`src/rtl/frame_pkg.sv`:
```
// Shared definitions for the frame scheduler: FSM state encoding, counter widths
// and the saturating-increment helper used by the statistics counters.
package frame_pkg;

  typedef enum logic [2:0] {
    IDLE      = 3'd0,
    IMU_REQ   = 3'd1,
    IMU_WAIT  = 3'd2,
    PHYS_REQ  = 3'd3,
    PHYS_WAIT = 3'd4,
    LED_REQ   = 3'd5,
    LED_WAIT  = 3'd6
  } state_e;

  localparam int SAT_W       = 8;
  localparam int FRAME_CNT_W = 16;
  localparam logic [SAT_W-1:0] SAT_MAX = 8'hFF;

  function automatic logic [SAT_W-1:0] sat_inc(input logic [SAT_W-1:0] v);
    logic [SAT_W-1:0] r;
    if (v == SAT_MAX) r = v;
    else              r = v + SAT_W'(1);
    return r;
  endfunction

endpackage

```
`src/rtl/frame_timer.sv`:
```
// Free-running frame period counter; tick is high on the last count of each period.
module frame_timer #(
  parameter int FRAME_CYCLES = 833333
) (
  input  logic clk,
  input  logic reset,
  output logic tick
);

  localparam int CNT_W = (FRAME_CYCLES > 1) ? $clog2(FRAME_CYCLES) : 1;
  localparam logic [CNT_W-1:0] LAST = CNT_W'(FRAME_CYCLES - 1);

  logic [CNT_W-1:0] cnt_q, cnt_d;

  always_comb begin
    if (cnt_q == LAST) cnt_d = '0;
    else               cnt_d = cnt_q + CNT_W'(1);
  end

  always_ff @(posedge clk) begin
    if (reset) cnt_q <= '0;
    else       cnt_q <= cnt_d;
  end

  assign tick = (cnt_q == LAST);

endmodule

```
`src/rtl/frame_scheduler.sv`:
```
// Per-frame sequencer: IMU read -> physics step -> LED refresh, each stage with a
// bounded wait, plus overrun/timeout statistics and a sticky fault flag.
module frame_scheduler
  import frame_pkg::*;
#(
  parameter int FRAME_CYCLES   = 833333,
  parameter int TIMEOUT_CYCLES = 65535,
  parameter int DATA_W         = 96
) (
  input  logic                   clk,
  input  logic                   reset,
  output logic                   imu_start,
  input  logic                   imu_done,
  input  logic [DATA_W-1:0]      imu_data,
  output logic                   phys_start,
  input  logic                   phys_done,
  output logic [DATA_W-1:0]      phys_data,
  output logic                   led_start,
  input  logic                   led_done,
  output logic                   busy,
  output logic [FRAME_CNT_W-1:0] frame_count,
  output logic [SAT_W-1:0]       timeout_count,
  output logic [SAT_W-1:0]       overrun_count,
  output logic                   fault
);

  localparam int WAIT_W = (TIMEOUT_CYCLES > 1) ? $clog2(TIMEOUT_CYCLES + 1) : 1;
  localparam logic [WAIT_W-1:0] WAIT_LAST = WAIT_W'(TIMEOUT_CYCLES - 1);

  state_e                 state_q, state_d;
  logic [WAIT_W-1:0]      wait_q, wait_d;
  logic                   pending_q, pending_d;
  logic [DATA_W-1:0]      phys_data_q, phys_data_d;
  logic [FRAME_CNT_W-1:0] frame_q, frame_d;
  logic [SAT_W-1:0]       tmo_q, tmo_d;
  logic [SAT_W-1:0]       ovr_q, ovr_d;
  logic                   fault_q, fault_d;
  logic                   imu_start_q, imu_start_d;
  logic                   phys_start_q, phys_start_d;
  logic                   led_start_q, led_start_d;
  logic                   busy_q, busy_d;

  logic tick_s;
  logic in_wait_s;
  logic done_s;
  logic timeout_s;
  logic stage_end_s;
  logic tmo_hit_s;

  frame_timer #(
    .FRAME_CYCLES(FRAME_CYCLES)
  ) u_timer (
    .clk  (clk),
    .reset(reset),
    .tick (tick_s)
  );

  // Done is only honoured in the matching wait state; done beats a same-cycle timeout.
  assign in_wait_s   = (state_q == IMU_WAIT) || (state_q == PHYS_WAIT) || (state_q == LED_WAIT);
  assign done_s      = ((state_q == IMU_WAIT)  && imu_done)  ||
                       ((state_q == PHYS_WAIT) && phys_done) ||
                       ((state_q == LED_WAIT)  && led_done);
  assign timeout_s   = in_wait_s && (wait_q == WAIT_LAST);
  assign stage_end_s = in_wait_s && (done_s || timeout_s);
  assign tmo_hit_s   = timeout_s && !done_s;

  always_ff @(posedge clk) begin
    if (reset) state_q <= IDLE;
    else       state_q <= state_d;
  end

  always_comb begin
    state_d = state_q;
    case (state_q)
      IDLE: begin
        if (tick_s || pending_q) state_d = IMU_REQ;
        else                     state_d = IDLE;
      end
      IMU_REQ:  state_d = IMU_WAIT;
      IMU_WAIT: begin
        if (stage_end_s) state_d = PHYS_REQ;
        else             state_d = IMU_WAIT;
      end
      PHYS_REQ: state_d = PHYS_WAIT;
      PHYS_WAIT: begin
        if (stage_end_s) state_d = LED_REQ;
        else             state_d = PHYS_WAIT;
      end
      LED_REQ:  state_d = LED_WAIT;
      LED_WAIT: begin
        if (stage_end_s) state_d = IDLE;
        else             state_d = LED_WAIT;
      end
      default:  state_d = IDLE;
    endcase
  end

  // Strobes are decoded from the next state so the registered copies line up with state_q.
  always_comb begin
    imu_start_d  = (state_d == IMU_REQ);
    phys_start_d = (state_d == PHYS_REQ);
    led_start_d  = (state_d == LED_REQ);
    busy_d       = (state_d != IDLE);
  end

  always_comb begin
    if (in_wait_s) wait_d = wait_q + WAIT_W'(1);
    else           wait_d = '0;

    if ((state_q == IMU_WAIT) && imu_done) phys_data_d = imu_data;
    else                                   phys_data_d = phys_data_q;

    if ((state_q == LED_WAIT) && stage_end_s) frame_d = frame_q + FRAME_CNT_W'(1);
    else                                      frame_d = frame_q;

    if (tmo_hit_s) begin
      tmo_d   = sat_inc(tmo_q);
      fault_d = 1'b1;
    end else begin
      tmo_d   = tmo_q;
      fault_d = fault_q;
    end

    if (tick_s && (state_q != IDLE)) ovr_d = sat_inc(ovr_q);
    else                             ovr_d = ovr_q;

    // Leaving IDLE consumes the pending tick, but a tick on that very cycle re-arms it.
    if (tick_s && ((state_q != IDLE) || pending_q)) pending_d = 1'b1;
    else if (state_q == IDLE)                       pending_d = 1'b0;
    else                                            pending_d = pending_q;
  end

  always_ff @(posedge clk) begin
    if (reset) begin
      wait_q       <= '0;
      pending_q    <= 1'b0;
      phys_data_q  <= '0;
      frame_q      <= '0;
      tmo_q        <= '0;
      ovr_q        <= '0;
      fault_q      <= 1'b0;
      imu_start_q  <= 1'b0;
      phys_start_q <= 1'b0;
      led_start_q  <= 1'b0;
      busy_q       <= 1'b0;
    end else begin
      wait_q       <= wait_d;
      pending_q    <= pending_d;
      phys_data_q  <= phys_data_d;
      frame_q      <= frame_d;
      tmo_q        <= tmo_d;
      ovr_q        <= ovr_d;
      fault_q      <= fault_d;
      imu_start_q  <= imu_start_d;
      phys_start_q <= phys_start_d;
      led_start_q  <= led_start_d;
      busy_q       <= busy_d;
    end
  end

  assign imu_start     = imu_start_q;
  assign phys_start    = phys_start_q;
  assign led_start     = led_start_q;
  assign phys_data     = phys_data_q;
  assign busy          = busy_q;
  assign frame_count   = frame_q;
  assign timeout_count = tmo_q;
  assign overrun_count = ovr_q;
  assign fault         = fault_q;

endmodule

```
`config.mk`:
```
export PLATFORM = sky130hd
export DESIGN_NAME = frame_scheduler
export DESIGN_NICKNAME = d
export VERILOG_FILES = /design/src/rtl/frame_pkg.sv /design/src/rtl/frame_timer.sv /design/src/rtl/frame_scheduler.sv
export SDC_FILE = /design/constraint.sdc
export NUM_CORES = 1
export LEC_CHECK = 0
export ABC_CLOCK_PERIOD_IN_PS = 2600
export CAP_MARGIN = 10
export CORE_MARGIN = 2
export CORE_UTILIZATION = 40
export DETAILED_ROUTE_END_ITERATION = 16
export GPL_TIMING_DRIVEN = 0
export PLACE_DENSITY = 0.72
export SLEW_MARGIN = 20
export SYNTH_ARGS = -nofsm -noshare
export SYNTH_HDL_FRONTEND = slang
export SYNTH_SLANG_ARGS = --single-unit
export TNS_END_PERCENT = 10
```
`constraint.sdc`:
```
create_clock -name clk -period 2.6 [get_ports clk]
set_input_delay 0.52 -clock clk [delete_from_list [all_inputs] [get_ports clk]]
set_output_delay 0.52 -clock clk [all_outputs]
set_load 0.03 [all_outputs]
```
==> impl_metrics.ini, run 1 <==
[clock_network]
ctsHoldBuffers = 0
cts_tree = done
clk_pin_slew_ns = 0.06
clock_latency_ns = 0.42
numClockSinks = 173
clockBufferDepth = 2
post_cts_buffers = 0
htreeDepth = 4
ctsResizeCount = 0
cts_buffers = 17
cts_root_buf = clkbuf_16

[die]
die_width_um = 135
die_h_um = 135
boundaryPins = 234
coreArea_um2 = 16600
start_util_pct = 41.2
rows = 47
die_area_um2 = 18200

[critical_path]
cp_max_fo = 10
startpoint_type = input pin
worst_setup_path_end_kind = flop
worstPathRequired_ns = 2.89
path_class = input pin to flop
slowest_delay_ns = 0.50
crit_top_cell = buf_2
worstPathArrival_ns = 2.59
critPathSlowestCell = clkdlybuf4s50_1
cp_cell_sequence = clkdlybuf4s50_1 > mux2i_1 > a211o_1 > a21boi_2 > buf_2 > buf_2 > o41ai_1 > a21oi_1

[pwr]
ir_drop_mv = 0.568
p_switching_mw = 1.09
finalPower_mw = 5.66
clock_power_share_pct = 49.0
p_comb_share_pct = 4.0
switching_share_pct = 19.2
intPower_mw = 4.58
leakage_nw = 3.32
power_frac_seq_pct = 46.9
cellPowerDensity_nw_per_um2 = 560

[hold_path]
hp-class = flop to flop

[timing]
holdWs_ns = 0.452
max_freq_ghz = 0.434
tightest_slew_ns = 0.763
final.setup_skew_ns = 0.00789
rsz0062_at_grt = false
final.setup.tns_ns = 0
period_share_pct = 88.6
maxSlewHeadroom_pct = 48.7
period_needed_ns = 2.30
setup_viol = 0
hold_viol = 0
final_max_slew_viol_count = 0

[status]
status = finished, final reports clean

[yosys]
yosysSeqAreaShare_pct = 50.5
synthArstFlopShare_pct = 0
syn-cell-area_um2 = 6850
syn_nets = 941
synth_edf_count = 0
synth.area.top_cells = dfxtp_1 51%, nand2_1 12%, a21oi_1 9.1%
yosys.cell_types.count = 52
yosys_warnings = 0
avgSynthCellArea_um2 = 8.23
synth_seq_cells = 173
syn_inst = 833
yosysTopAreaCell = dfxtp_1
synth_top_area_share_pct = 50.5
synth-main-ff-cell = dfxtp_1

[route]
drc = 0
drtIter0Drc = 391
vias = 6613
viasPerCell = 5.03
dr.pass1.iters = 5
routed_wl_mm = 20.6
wl_per_cell_um = 15.7
drtAntennaViolNets = 0

[global_route]
grt_start_max_net_pins = 17
grt_pass1_wl_mm = 31.6
grtUsageTotal_pct = 22.1
grt_pass1_vias = 5936
grt_antenna_before_repair = 0
grt-ovfl-total = 0

[place]
portBuffers = 233
routabilityCongestion = 0.846
placed_cells = 1286
dp_hpwl_mm = 15.0

[final_layout]
nNetsFinal = 1193
drive_above_1_share_pct = 5.30
antenna_cells = 0
final_cells = 1315
area_delta_synth_final_pct = 47.6

[flow_run]
drv_cap = 0
-- layer usage --
| metal | GRT usage [%] | vias up | wire length, µm |
|---|---|---|---|
| met2 | 37.0 | 194 | 10000 |
| met5 | 0 | - | 0 |
| met3 | 5.37 | 33 | 1210 |
| li1 | - | 3329 | - |
| met1 | 27.6 | 3057 | 8890 |
| met4 | 7.95 | 0 | 473 |
-- area by class of cell --
type                       instances  area [µm²]
sequential                       173        3460
clock buffer                      24         522
buffer                            52         221
inverter                          11        41.3
timing repair buffer             233        2330
tap                              220         275
multi-input combinational        597        3130
fill                            1540        6530
clock inverter                     5         128
-- cell usage in the layout, fill, tap and decap left out, drive strengths merged, types with 10 or more instances in the layout --
cell type      count
nand4             14
xnor2             17
a21oi            124
or3               10
dfxtp            173
or4               11
nand3             23
inv               11
nor2              60
o21ai             12
xor2              18
clkdlybuf4s50    233
clkbuf            67
and3              10
nand2            215
-- worst max-delay path, delay by kind of cell --
| family | cells | cell delay [ns] |
|---|---|---|
| buf+inv | 3 | 0.92 |
| compound gates | 4 | 1.06 |
| mux | 1 | 0.08 |
-- cells in the mapped netlist, drive strengths merged, types with 4 or more instances --
cell type / number
dfxtp: 173
inv: 11
nand3: 23
buf: 9
or3: 10
nor3: 9
o31ai: 9
and3: 10
a21oi: 124
nor4: 6
and4: 6
ha: 7
o21ai: 12
nor2: 60
or4: 11
xnor2: 17
nand4: 14
nand2: 215
or2: 4
a311oi: 5
xor2: 18
clkbuf: 43
nor2b: 7
-- per-stage QoR --
step / area [µm²] / setup slack (ns) / utilization, %
final: 10100 / 0.296 / 60.8
after global routing: 10100 / 0.0637 / 60.8
after CTS: 10100 / 0.197 / 60.8
after detailed placement: 9460 / -0.187 / 56.9
after global placement: 9460 / -0.187 / 56.9
after floorplan: 6850 / 0.530 / -
-- worst paths after layout --
| path | from | to | slack, ns | cells after the start |
|---|---|---|---|---|
| setup reg to reg | state_q[0] | frame_count[9] | 0.32 | 8 |
| setup / recovery | led_done | frame_count[11] | 0.30 | 8 |
| hold / removal | phys_data[39] | phys_data[39] | 0.45 | 2 |
| hold reg to reg | phys_data[39] | phys_data[39] | 0.45 | 2 |
-- kinds of logic (layout without fill, tap and decap cells) --
kind of cell,count (synthesis),in the layout,share of synthesized area (%)
xor gates and xnor gates,35,35,4.47
AOI/OAI and AO/OA,158,158,12.5
DFF,173,173,50.5
and+or+nand+nor,391,391,26.5
adders and majority gates,7,7,1.28
muxes,6,6,0.931
buffers and inverters,63,325,3.82
-- power groups by stage --
stage               Clock, mW  Combinational (mW)  Sequential (mW)
floorplan                   0              0.0491             2.72
global placement            0               0.229             2.72
detailed placement          0               0.228             2.72
CTS                      2.84               0.231             2.66
global route             2.94               0.245             2.66
finish                   2.78               0.229             2.66
-- state kept, by name, summed over array words and instances (netlist names) --
signal and count:
timeout_count 8, pending_q 1, frame_count 16, phys_start 1, fault 1, state_q 3
wait_q 16, u_timer.cnt_q 20, busy 1, led_start 1, phys_data 96, imu_start 1
overrun_count 8
(Power assumes the default switching activity.)
==> run 2: changes to the inputs <==
Settings changed: CORE_MARGIN 2 to not set, RECOVER_POWER set to 100.
==> run 2 against run 1 <==
  * Non-clock buffer count is the same
  * Clock power is 8.6% lower
  * Register-to-register slack got worse by 0.10 ns
  * Cell area is 0.87% lower
  * Die area fell by 2.9%
  * Largest power group is now registers
==> impl_metrics.ini, run 2 (synthesized netlist as in run 1, its figures left out) <==
[route]
drtIter0Drc = 342
routed_wl_mm = 20.0
drtAntennaViolNets = 0
wl_per_cell_um = 15.2
viasPerCell = 4.97
drc = 0
dr.pass1.iters = 5
vias = 6532

[place]
portBuffers = 233
routabilityCongestion = 0.865
placed_cells = 1286
placed_area_um2 = 9460
dp_hpwl_mm = 14.6

[die]
start_util_pct = 41.2
rows = 47
die_width_um = 133
die_area_um2 = 17700
boundaryPins = 234
die_h_um = 133
coreArea_um2 = 16600

[final_layout]
final_cells = 1315
area_delta_synth_final_pct = 46.3
finalInstanceArea_um2 = 10000
fin_util_pct = 60.3
final_cell_mix = 215 x nand2_1, 173 x dfxtp_1, 134 x dlygate4sd3_1
antenna_cells = 0
nNetsFinal = 1193
drive_above_1_share_pct = 4.47
largest_reg_flops = 96
final_common_cell = nand2_1

[clock_network]
clock_latency_ns = 0.42
post_cts_buffers = 0
numClockSinks = 173
cts_buffers = 17
cts_tree = done
cts_root_buf = clkbuf_16
htreeDepth = 4
clk_pin_slew_ns = 0.06
clockBufferDepth = 2

[timing]
final.setup.tns_ns = 0
period_needed_ns = 2.38
setup_viol = 0
rsz0062_at_grt = true
final_max_slew_viol_count = 0
hold_viol = 0
tightest_slew_ns = 0.829
maxSlewHeadroom_pct = 44.2
holdWs_ns = 0.448
final.setup_skew_ns = 0.00586
max_freq_ghz = 0.419
period_share_pct = 91.7

[pwr]
cellPowerDensity_nw_per_um2 = 541
ir_drop_mv = 0.480
leakage_nw = 3.75

[global_route]
grt_pass1_wl_mm = 31.5
grt_pass1_vias = 6063
grt_antenna_before_repair = 0
grt-ovfl-total = 0
grt_start_max_net_pins = 17
grtUsageTotal_pct = 22.7

[critical_path]
worst_setup_path_end_kind = flop
crit_top_cell = nor2_1
worstPathArrival_ns = 2.67
worstPathRequired_ns = 2.89
cp_max_fo = 10
crit_buf_inv = 1
startpoint_type = flop
crit_family = simple AND/OR/NAND/NOR gates
slowest_delay_ns = 0.57
cp_cell_sequence = or3b_1 > or4_1 > nor2_1 > or2_2 > clkbuf_1 > nor2_1
path_class = flop to flop
critPathSlowestCell = or4_1

[hold_path]
hp-class = flop to flop

[flow_run]
drv_cap = 0

[status]
status = finished, final reports clean
run 2: power breakdown:
group	total (mW)	leakage, nW	switching [mW]	internal [mW]
Sequential	2.66	1.39	0.00429	2.65
Clock	2.54	0.278	0.993	1.54
Combinational	0.227	2.08	0.0800	0.147
run 2: worst paths after layout:
check                           cells after the start                to  slack (ns)              from
worst max-delay path                                6  u_timer.cnt_q[2]        0.22  u_timer.cnt_q[8]
worst min-delay path                                2     phys_data[57]        0.45     phys_data[57]
worst max register to register                      6  u_timer.cnt_q[2]        0.22  u_timer.cnt_q[8]
worst min register to register                      2     phys_data[57]        0.45     phys_data[57]
run 2: through the flow:
| stage | setup slack [ns] | power, mW |
|---|---|---|
| 6_report | 0.215 | 5.42 |
| 2_1_floorplan | 0.530 | 2.77 |
| 3_5_place_dp | -0.238 | 2.94 |
| 5_1_grt | -0.00389 | 5.60 |
| 3_3_place_gp | -0.205 | 2.95 |
| 4_1_cts | 0.175 | 5.47 |
run 2: cell type report:
class | instances | area, µm²
clock buffers | 22 | 464
fillers | 1500 | 6610
plain buffers | 52 | 219
flip-flops and latches | 173 | 3460
well taps | 220 | 275
multi-input cells | 597 | 3120
repair buffers | 233 | 2330
inverters | 11 | 41.3
clock inverters | 7 | 115
run 2: routing by layer:
| layer | global-route usage, % | routed length [µm] |
|---|---|---|
| met2 | 39.3 | 9870 |
| met5 | 0 | 0 |
| met1 | 27.6 | 8800 |
| met4 | 6.39 | 300 |
| met3 | 5.82 | 1040 |
run 2: tightest hold or removal path: cells and delay by family (launching register included):
family           cells  cell delay (ns)
flip-flops           1             0.30
AND/OR/NAND/NOR      1             0.05
AO/OA/AOI/OAI        1             0.05
run 2: what timing repair did:
item,in CTS,in global routing
gates resized for setup,0,1
endpoints found under the setup margin,0,16
hold endpoints to repair,0,0
hold buffers,0,0
